--- src/rtl/pipe_pkg.sv ---
// Shared Y86-64 pipeline encodings: icodes, status codes, RNONE
// and the run-state enum used by the hazard controller.
package pipe_pkg;

    localparam logic [3:0] IC_HALT   = 4'h0;
    localparam logic [3:0] IC_NOP    = 4'h1;
    localparam logic [3:0] IC_RRMOVQ = 4'h2;
    localparam logic [3:0] IC_IRMOVQ = 4'h3;
    localparam logic [3:0] IC_RMMOVQ = 4'h4;
    localparam logic [3:0] IC_MRMOVQ = 4'h5;
    localparam logic [3:0] IC_OPQ    = 4'h6;
    localparam logic [3:0] IC_JXX    = 4'h7;
    localparam logic [3:0] IC_CALL   = 4'h8;
    localparam logic [3:0] IC_RET    = 4'h9;
    localparam logic [3:0] IC_PUSHQ  = 4'hA;
    localparam logic [3:0] IC_POPQ   = 4'hB;

    localparam logic [1:0] ST_AOK = 2'd0;
    localparam logic [1:0] ST_HLT = 2'd1;
    localparam logic [1:0] ST_ADR = 2'd2;
    localparam logic [1:0] ST_INS = 2'd3;

    localparam logic [3:0] RNONE = 4'hF;

    typedef enum logic [1:0] {
        RS_RUN     = 2'd0,
        RS_MEMWAIT = 2'd1,
        RS_HALTED  = 2'd2
    } run_state_e;

endpackage

--- src/rtl/pipe_perf_counters.sv ---
// Optional performance counters for the Y86-64 pipeline controller.
// Entire module exists only when PIPE_PERF_CNT_EN is defined.
`ifdef PIPE_PERF_CNT_EN
module pipe_perf_counters
    import pipe_pkg::*;
#(
    parameter int ICODE_W = 4,
    parameter int STAT_W  = 2,
    parameter int CNT_W   = 32
) (
    input  logic               clk,
    input  logic               reset,
    input  logic               halted,
    input  logic               F_stall,
    input  logic               any_bubble,
    input  logic               W_bubble,
    input  logic               W_stall,
    input  logic [ICODE_W-1:0] M_icode,
    input  logic [STAT_W-1:0]  W_stat,
    output logic [CNT_W-1:0]   cycle_cnt,
    output logic [CNT_W-1:0]   instr_cnt,
    output logic [CNT_W-1:0]   stall_cnt,
    output logic [CNT_W-1:0]   bubble_cnt
);

    localparam logic [ICODE_W-1:0] I_NOP  = ICODE_W'(IC_NOP);
    localparam logic [STAT_W-1:0]  S_AOK  = STAT_W'(ST_AOK);
    localparam logic [CNT_W-1:0]   ONE    = CNT_W'(1);

    logic [CNT_W-1:0]   cycle_q, cycle_d;
    logic [CNT_W-1:0]   instr_q, instr_d;
    logic [CNT_W-1:0]   stall_q, stall_d;
    logic [CNT_W-1:0]   bubble_q, bubble_d;
    logic               w_valid_q, w_valid_d;
    logic [ICODE_W-1:0] w_icode_q, w_icode_d;

    // Shadow of the W register (valid + icode) and next counter values.
    always_comb begin
        w_valid_d = w_valid_q;
        w_icode_d = w_icode_q;
        cycle_d   = cycle_q;
        instr_d   = instr_q;
        stall_d   = stall_q;
        bubble_d  = bubble_q;
        if (W_bubble) begin
            w_valid_d = 1'b0;
            w_icode_d = I_NOP;
        end else if (!W_stall) begin
            w_valid_d = 1'b1;
            w_icode_d = M_icode;
        end
        if (!halted) begin
            cycle_d = cycle_q + ONE;
        end
        if (!halted && w_valid_q && W_stat == S_AOK
            && w_icode_q != I_NOP) begin
            instr_d = instr_q + ONE;
        end
        if (F_stall) begin
            stall_d = stall_q + ONE;
        end
        if (any_bubble) begin
            bubble_d = bubble_q + ONE;
        end
    end

    // Counter and W-shadow registers, cleared by synchronous reset.
    always_ff @(posedge clk) begin
        if (reset) begin
            cycle_q   <= '0;
            instr_q   <= '0;
            stall_q   <= '0;
            bubble_q  <= '0;
            w_valid_q <= 1'b0;
            w_icode_q <= I_NOP;
        end else begin
            cycle_q   <= cycle_d;
            instr_q   <= instr_d;
            stall_q   <= stall_d;
            bubble_q  <= bubble_d;
            w_valid_q <= w_valid_d;
            w_icode_q <= w_icode_d;
        end
    end

    assign cycle_cnt  = cycle_q;
    assign instr_cnt  = instr_q;
    assign stall_cnt  = stall_q;
    assign bubble_cnt = bubble_q;

endmodule
`endif

--- src/rtl/pipe_hazard_ctrl.sv ---
// Y86-64 pipeline control: stall/bubble/set_cc, memory-wait FSM.
// Counters added when PIPE_PERF_CNT_EN is defined.
module pipe_hazard_ctrl
    import pipe_pkg::*;
#(
    parameter int ICODE_W     = 4,
    parameter int REG_W       = 4,
    parameter int STAT_W      = 2,
    parameter int MEM_TIMEOUT = 16
`ifdef PIPE_PERF_CNT_EN
    ,
    parameter int CNT_W       = 32
`endif
) (
    input  logic               clk,
    input  logic               reset,
    input  logic [ICODE_W-1:0] D_icode,
    input  logic [ICODE_W-1:0] E_icode,
    input  logic [ICODE_W-1:0] M_icode,
    input  logic [REG_W-1:0]   d_srcA,
    input  logic [REG_W-1:0]   d_srcB,
    input  logic [REG_W-1:0]   E_dstM,
    input  logic               e_Cnd,
    input  logic [STAT_W-1:0]  m_stat,
    input  logic [STAT_W-1:0]  W_stat,
    input  logic               dmem_busy,
    output logic               F_stall,
    output logic               D_stall,
    output logic               E_stall,
    output logic               M_stall,
    output logic               W_stall,
    output logic               D_bubble,
    output logic               E_bubble,
    output logic               M_bubble,
    output logic               W_bubble,
    output logic               set_cc,
    output logic [1:0]         run_state,
    output logic [STAT_W-1:0]  halt_code,
    output logic               mem_timeout
`ifdef PIPE_PERF_CNT_EN
    ,
    output logic [CNT_W-1:0]   cycle_cnt,
    output logic [CNT_W-1:0]   instr_cnt,
    output logic [CNT_W-1:0]   stall_cnt,
    output logic [CNT_W-1:0]   bubble_cnt
`endif
);

    localparam logic [ICODE_W-1:0] I_RMMOVQ = ICODE_W'(IC_RMMOVQ);
    localparam logic [ICODE_W-1:0] I_MRMOVQ = ICODE_W'(IC_MRMOVQ);
    localparam logic [ICODE_W-1:0] I_OPQ    = ICODE_W'(IC_OPQ);
    localparam logic [ICODE_W-1:0] I_JXX    = ICODE_W'(IC_JXX);
    localparam logic [ICODE_W-1:0] I_CALL   = ICODE_W'(IC_CALL);
    localparam logic [ICODE_W-1:0] I_RET    = ICODE_W'(IC_RET);
    localparam logic [ICODE_W-1:0] I_PUSHQ  = ICODE_W'(IC_PUSHQ);
    localparam logic [ICODE_W-1:0] I_POPQ   = ICODE_W'(IC_POPQ);

    localparam logic [STAT_W-1:0] S_AOK = STAT_W'(ST_AOK);
    localparam logic [STAT_W-1:0] S_ADR = STAT_W'(ST_ADR);

    localparam logic [REG_W-1:0] R_NONE = {REG_W{1'b1}};

    // Counter width holds 0..MEM_TIMEOUT; the last tolerated count
    // before the fault edge is MEM_TIMEOUT-1.
    localparam int WAIT_W = $clog2(MEM_TIMEOUT + 1);
    localparam logic [WAIT_W-1:0] WAIT_LAST = WAIT_W'(MEM_TIMEOUT - 1);
    localparam logic [WAIT_W-1:0] WAIT_ONE  = WAIT_W'(1);

    logic loaduse;
    logic ret_haz;
    logic mispred;
    logic m_mem_op;
    logic memfreeze;
    logic m_fault;
    logic w_fault;

    run_state_e        state_q, state_d;
    logic [STAT_W-1:0] halt_code_q, halt_code_d;
    logic              mem_timeout_q, mem_timeout_d;
    logic [WAIT_W-1:0] wait_q, wait_d;

    assign loaduse = (E_icode == I_MRMOVQ || E_icode == I_POPQ)
                  && E_dstM != R_NONE
                  && (E_dstM == d_srcA || E_dstM == d_srcB);

    assign ret_haz = D_icode == I_RET
                  || E_icode == I_RET
                  || M_icode == I_RET;

    assign mispred = E_icode == I_JXX && !e_Cnd;

    assign m_mem_op = M_icode == I_RMMOVQ
                   || M_icode == I_MRMOVQ
                   || M_icode == I_CALL
                   || M_icode == I_RET
                   || M_icode == I_PUSHQ
                   || M_icode == I_POPQ;

    assign m_fault   = m_stat != S_AOK;
    assign w_fault   = W_stat != S_AOK;
    assign memfreeze = dmem_busy && m_mem_op && !m_fault;

    // Stall/bubble/set_cc decode: reset, halted, freeze, then normal.
    always_comb begin
        F_stall  = 1'b0;
        D_stall  = 1'b0;
        E_stall  = 1'b0;
        M_stall  = 1'b0;
        W_stall  = 1'b0;
        D_bubble = 1'b0;
        E_bubble = 1'b0;
        M_bubble = 1'b0;
        W_bubble = 1'b0;
        set_cc   = 1'b0;
        if (reset) begin
            D_bubble = 1'b1;
            E_bubble = 1'b1;
            M_bubble = 1'b1;
            W_bubble = 1'b1;
        end else if (state_q == RS_HALTED) begin
            F_stall = 1'b1;
            D_stall = 1'b1;
            E_stall = 1'b1;
            M_stall = 1'b1;
            W_stall = 1'b1;
        end else if (memfreeze) begin
            F_stall  = 1'b1;
            D_stall  = 1'b1;
            E_stall  = 1'b1;
            M_stall  = 1'b1;
            W_bubble = 1'b1;
        end else begin
            F_stall  = loaduse | ret_haz;
            D_stall  = loaduse;
            D_bubble = mispred | (ret_haz & !loaduse);
            E_bubble = mispred | loaduse;
            M_bubble = m_fault | w_fault;
            W_stall  = w_fault;
            set_cc   = E_icode == I_OPQ && !m_fault && !w_fault;
        end
    end

    // Run-state next state: W fault beats timeout; HALTED is sticky.
    always_comb begin
        state_d       = state_q;
        halt_code_d   = halt_code_q;
        mem_timeout_d = mem_timeout_q;
        wait_d        = wait_q;
        unique case (state_q)
            RS_RUN, RS_MEMWAIT: begin
                if (w_fault) begin
                    state_d     = RS_HALTED;
                    halt_code_d = W_stat;
                    wait_d      = '0;
                end else if (memfreeze) begin
                    if (wait_q == WAIT_LAST) begin
                        state_d       = RS_HALTED;
                        halt_code_d   = S_ADR;
                        mem_timeout_d = 1'b1;
                        wait_d        = '0;
                    end else begin
                        state_d = RS_MEMWAIT;
                        wait_d  = wait_q + WAIT_ONE;
                    end
                end else begin
                    state_d = RS_RUN;
                    wait_d  = '0;
                end
            end
            RS_HALTED: begin
                state_d = RS_HALTED;
            end
            default: begin
                state_d = RS_RUN;
                wait_d  = '0;
            end
        endcase
    end

    // Run-state registers with synchronous reset back to RUN.
    always_ff @(posedge clk) begin
        if (reset) begin
            state_q       <= RS_RUN;
            halt_code_q   <= S_AOK;
            mem_timeout_q <= 1'b0;
            wait_q        <= '0;
        end else begin
            state_q       <= state_d;
            halt_code_q   <= halt_code_d;
            mem_timeout_q <= mem_timeout_d;
            wait_q        <= wait_d;
        end
    end

    assign run_state   = state_q;
    assign halt_code   = halt_code_q;
    assign mem_timeout = mem_timeout_q;

`ifdef PIPE_PERF_CNT_EN
    pipe_perf_counters #(
        .ICODE_W (ICODE_W),
        .STAT_W  (STAT_W),
        .CNT_W   (CNT_W)
    ) u_perf (
        .clk        (clk),
        .reset      (reset),
        .halted     (state_q == RS_HALTED),
        .F_stall    (F_stall),
        .any_bubble (D_bubble | E_bubble | M_bubble | W_bubble),
        .W_bubble   (W_bubble),
        .W_stall    (W_stall),
        .M_icode    (M_icode),
        .W_stat     (W_stat),
        .cycle_cnt  (cycle_cnt),
        .instr_cnt  (instr_cnt),
        .stall_cnt  (stall_cnt),
        .bubble_cnt (bubble_cnt)
    );
`endif

endmodule

--- config.mk ---
export PLATFORM = sky130hd
export DESIGN_NAME = pipe_hazard_ctrl
export DESIGN_NICKNAME = d
export VERILOG_FILES = /design/src/rtl/pipe_pkg.sv /design/src/rtl/pipe_perf_counters.sv /design/src/rtl/pipe_hazard_ctrl.sv
export SDC_FILE = /design/constraint.sdc
export NUM_CORES = 1
export LEC_CHECK = 0
export ABC_AREA = 0
export BUFFER_PORTS_ARGS = -buffer_cell sky130_fd_sc_hd__buf_2
export CAP_MARGIN = 20
export CELL_PAD_IN_SITES_DETAIL_PLACEMENT = 0
export CELL_PAD_IN_SITES_GLOBAL_PLACEMENT = 1
export CORE_ASPECT_RATIO = 1.25
export CORE_MARGIN = 5
export CORE_UTILIZATION = 29
export CTS_BUF_LIST = sky130_fd_sc_hd__clkbuf_4 sky130_fd_sc_hd__clkbuf_8 sky130_fd_sc_hd__clkbuf_16
export DETAILED_ROUTE_END_ITERATION = 8
export MAX_ROUTING_LAYER = met4
export PLACE_DENSITY = 0.89
export REMOVE_ABC_BUFFERS = 1
export SLEW_MARGIN = 10
export SYNTH_ARGS = -nofsm -noshare
export SYNTH_HDL_FRONTEND = slang
export SYNTH_SLANG_ARGS = --single-unit
--- constraint.sdc ---
create_clock -name clk -period 2 [get_ports clk]
set_clock_uncertainty 0.15 [all_clocks]
set_input_delay 0.5 -clock clk [delete_from_list [all_inputs] [get_ports clk]]
set_output_delay 0.5 -clock clk [all_outputs]
set_load 0.05 [all_outputs]
### After elaboration in Yosys (flattened, before gate mapping)

Index checks and enable logic that the tools add are counted.

| word-level totals | value |
|---|---|
| bits in registers | 10 |
| output and inout bits | 15 |
| logic and storage cells | 94 |

| operators by class | value |
|---|---|
| $add $sub $neg | 1 |
| equal/unequal tests | 18 |
| multiplexer cells | 37 |
| bitwise gates (word level) | 6 |
| reduce and logical (&&, ||, !) cells | 28 |

Operators by type and width:

| kind | count |
|---|---|
| 4-bit == test (second input constant) | 7 |
| 1-bit two-way mux | 26 |
| 4-bit by 3-bit == test with 1-bit output (second input constant) | 5 |
| 5-bit two-way mux | 3 |
| 2-bit two-way mux | 6 |
| 5-bit case mux with 2 select lines | 1 |
| 1-bit logical OR | 9 |
| 4-bit == test | 2 |
| 2-bit nonzero test | 4 |
| 1-bit logical AND | 7 |
| 5-bit by 1-bit adder with 5-bit output (second input constant) | 1 |
| 5-bit by 4-bit == test with 1-bit output (second input constant) | 1 |
| 1-bit logical NOT | 4 |
| 4-bit inequality test (second input constant) | 1 |
| 1-bit OR | 4 |
| 2-bit case mux with 2 select lines | 1 |
| 4-bit AND reduction | 1 |
| 3-bit AND reduction | 1 |
| 2-bit by 1-bit == test with 1-bit output (second input constant) | 1 |
| 2-bit == test (second input constant) | 1 |
| 2-bit logical NOT | 1 |
| 2-bit OR reduction | 1 |
| 1-bit AND | 1 |
| 1-bit NOT | 1 |

### Depth between registers and ports, before layout

| depth | value |
|---|---|
| word-level depth | 11 |
| mapped depth | 5 |
| gate-level depth less buffers | 5 |

### Worst setup path after synthesis

No wires, ideal clock.

| timing path | value |
|---|---|
| path type | reg2out |
| start point | reg state_q[1], in the netlist run_state[1] |
| end point | out W_stall |
| arrival | 2.638 ns |
| data required time | 1.350 ns |
| setup slack | -1.288 ns |
| stages on the path, launching flop included | 5 |
| buffers on the path | 1 |
| cells stage by stage | dfxtp_1 > nor2b_1 > buf_2 > o21ai_0 > nor2_1 |

| on the way | value |
|---|---|
| cells in the longest elaborated chain, start to end | 3 |

RTL lines:

| what | line | source |
|---|---|---|
| from (decl) | pipe_hazard_ctrl.sv:77 | `run_state_e state_q, state_d;` |
| from (signal assigned) | pipe_hazard_ctrl.sv:188 | `state_q <= state_d;` |
| 2-bit == test | pipe_hazard_ctrl.sv:120 | `end else if (state_q == RS_HALTED) begin` |
| 1-bit two-way mux | pipe_hazard_ctrl.sv:120 |  |
| 1-bit two-way mux | pipe_hazard_ctrl.sv:115 | `if (reset) begin` |
| to (decl) | pipe_hazard_ctrl.sv:31 | `output logic W_stall,` |

Every way passes these cells.

### Worst setup path after layout

| timing path | value |
|---|---|
| start point | in D_icode[3] |
| end point | out F_stall |

| on the way | value |
|---|---|
| cells in the longest elaborated chain, start to end | 7 |

RTL lines:

| what | line | source |
|---|---|---|
| from (decl) | pipe_hazard_ctrl.sv:17 | `input logic [ICODE_W-1:0] D_icode,` |
| 4-bit == test | pipe_hazard_ctrl.sv:86 | `assign ret_haz = D_icode == I_RET` |
| 1-bit logical OR | pipe_hazard_ctrl.sv:87 | `\|\| E_icode == I_RET` |
| 1-bit logical OR | pipe_hazard_ctrl.sv:88 | `\|\| M_icode == I_RET;` |
| 1-bit OR | pipe_hazard_ctrl.sv:133 | `F_stall = loaduse \| ret_haz;` |
| 1-bit two-way mux | pipe_hazard_ctrl.sv:126 | `end else if (memfreeze) begin` |
| 1-bit two-way mux | pipe_hazard_ctrl.sv:120 |  |
| 1-bit two-way mux | pipe_hazard_ctrl.sv:115 |  |
| to (decl) | pipe_hazard_ctrl.sv:27 | `output logic F_stall,` |

Every way passes these cells.

==> impl_metrics.toml <==
[worst_setup_path]
crit_fanout = 2
worstSetupPathType = "in -> out"
worstSetupEndpointType = "primary output"
startpoint_type = "input port"
slowest_stage = "a311o_1"
path_cells = "buf_2 -> nor4bb_4 -> a311o_1 -> a211o_1 -> buf_6"
cp_data_arrival_time_ns = 1.60
r2r-end = "halt_code[0]"
critPathLaunch = "D_icode[3]"
cp.required_ns = 1.35
r2r-start = "wait_q[0]"
cpPeakStageDelay_ns = 0.36
critPathCapture = "F_stall"
reg2reg_depth = 5
rrSetupSlack_ns = 0.38

[cts]
htreeDepth = 1
cts_buffer_depth = 2
clock_latency_ns = 0.27
cts_tree = "built"
cts.sinks = 10
numCtsBuffers = 3
clockRootBuffer = "clkbuf_4"
cts.reportedPaths.clkPinSlew_ns = 0.06

[final_layout]
nets = 198
antenna_cells = 0
final_cells = 197
drive_above_1_share_pct = 59.5
area.growth.synth_to_final_pct = 103
fin_util_pct = 60.4
postLayoutCellArea_um2 = 1600

[yosys]
mappedNetlistArea_um2 = 788
synth-seq-area-share_pct = 25.4
synth.mux.area_fraction_pct = 0
synth_top_area_cell = "dfxtp_1"
async_reset_ff_share_pct = 0
yosys.area_share.simple_pct = 35.1
synthAdderAreaFrac_pct = 1.59
ys_top_cells_by_count = "dfxtp_1 (10), nor2_1 (8), xor2_1 (8), a21oi_1 (7), inv_1 (6)"
synth_compound_area_share_pct = 24.1
ys_seq_elements = 10
yosysTopAreaCellShare_pct = 25.4
avgSynthCellArea_um2 = 8.30
synth.most_common_cell = "dfxtp_1"
synth_top_family_by_area = "simple AND/OR/NAND/NOR gates"
ys_types = 41
synth_ff_type = "dfxtp_1"
synth.area.top_cells = "dfxtp_1 (25%), xor2_1 (8.9%), a21oi_1 (4.4%)"
synth_edf_count = 0
yosys_warnings = 0
netlist_instances = 95
synthXorXnorAreaFrac_pct = 8.89

[global_route]
use_met1_pct = 15.6
grt_pass1_wl_um = 4700
gr-usage-met3_pct = 3.96
globalRouteMet2Util_pct = 30.2
grt.overflow.total = 0
antenna_found_initial = 0
grt_max_degree = 8
grt_pass1_vias = 1034
top_usage_layer = "met2"
gr-usage-all-layers_pct = 15.8

[die]
initial_utilization_pct = 29.7
core-area_um2 = 2650
rows = 21
dieHeight_um = 68.3
dieArea_um2 = 3870
die_w_um = 56.6
io_pins = 47

[route]
routed_wl_um = 2850
drt_first_pass_iters = 4
num_vias = 997
vias_per_cell = 5.06
drc = 0
drtIter0Drc = 36
wire_per_inst_um = 14.4
route.antenna.remaining_nets = 0

[power_and_ir_drop]
p_per_area_nw_per_um2 = 414
ir_drop_v = 0.000291
power_mw = 0.664
leakage_nw = 0.773

[timing]
slew_headroom_pct = 76.9
fin_tns_setup_ns = -1.61
max_freq_ghz = 0.445
hold_ws_ns = 0.328
maxSlewViolCount = 0
worst_slew_pin_slew_ns = 0.345
min_period_ns = 2.25
grt_setup_unrepaired = "yes"
finalHoldViolations = 0
fin_crit_sh_pct = 112
setup_viol = 10
setup_slack_ns = -0.247

[place]
dp.final_hpwl_um = 2030
place_area_um2 = 1150
io_buffers = 46
place.gp.congestion = 0.882
dp_cells = 186
place_ws_ns = -0.400

[flow_run]
maxCapViolCount = 0

[min_path]
hp-class = "reg -> reg"

[run_status]
outcome = "finished, violations left"
violations = "negative setup slack"
how the worst min path moves through the flow:
| stage | cells after the start | from | endpoint | slack (ns) |
|---|---|---|---|---|
| 2_1_floorplan | 1 | wait_q[0] | wait_q[0] | 0.32 |
| 3_3_place_gp | 2 | mem_timeout | mem_timeout | 0.30 |
| 3_5_place_dp | 2 | mem_timeout | mem_timeout | 0.32 |
| 4_1_cts | 2 | mem_timeout | mem_timeout | 0.33 |
| 5_1_grt | 2 | mem_timeout | mem_timeout | 0.35 |
| 6_report | 2 | mem_timeout | mem_timeout | 0.33 |
cells by family after synthesis:
family | Yosys count
XOR/XNOR | 8
buffers and inverters | 9
AO/OA/AOI/OAI | 25
flip-flops | 10
AND/OR/NAND/NOR | 42
adder cells (fa/ha/maj) | 1
routing by layer:
layer	vias to the layer above	part of all wire [%]	wire [um]
met1	477	37	1050
li1	479	-	-
met2	38	54	1550
met3	3	7.4	211
met5	-	0	0
met4	0	1.3	36
worst max-delay path: cells and delay by family:
family	cells	cell delay (ns)
AO/OA/AOI/OAI	2	0.68
AND/OR/NAND/NOR	1	0.16
buffers and inverters	2	0.26
where the power goes:
group | leakage (nW) | internal, mW | switching [mW]
clock network | 0.0138 | 0.0696 | 0.0684
registers | 0.0814 | 0.204 | 0.00305
logic | 0.678 | 0.155 | 0.163
state kept, by name (all words and copies together) (netlist names):
register,cells
halt_code,2
mem_timeout,1
run_state,2
wait_q,5
cell type report:
cell class | instances | area (um2)
inverters | 6 | 22.5
clock buffers | 3 | 22.5
repair buffers | 68 | 624
flip-flops and latches | 10 | 200
multi-input cells | 76 | 691
fillers | 218 | 1050
well taps | 34 | 42.5
repair_timing:
| action | in CTS | in global routing |
|---|---|---|
| gates cloned | 0 | 0 |
| setup endpoints to repair | 10 | 10 |
| resized for setup | 70 | 13 |
| buffers inserted | 5 | 3 |
| pin swaps | 20 | 10 |
| hold buffers | 0 | 0 |
cells in the final DEF, fill, tap and decap left out, drive strengths merged, types with 2 or more instances in the layout:
cell type and count:
nor3 3, a21oi 8, nand2 5, nor2 8, buf 68, o211a 3, dfxtp 10, nand3b 2
nor4 3, and3b 3, a31oi 2, a22oi 2, xor2 8, clkbuf 3, nand3 3, nand2b 3
inv 6, nor4bb 2, nor2b 2, nor3b 3, o21ai 5, or2 2
No activity file was read; power rests on OpenSTA's default activity.
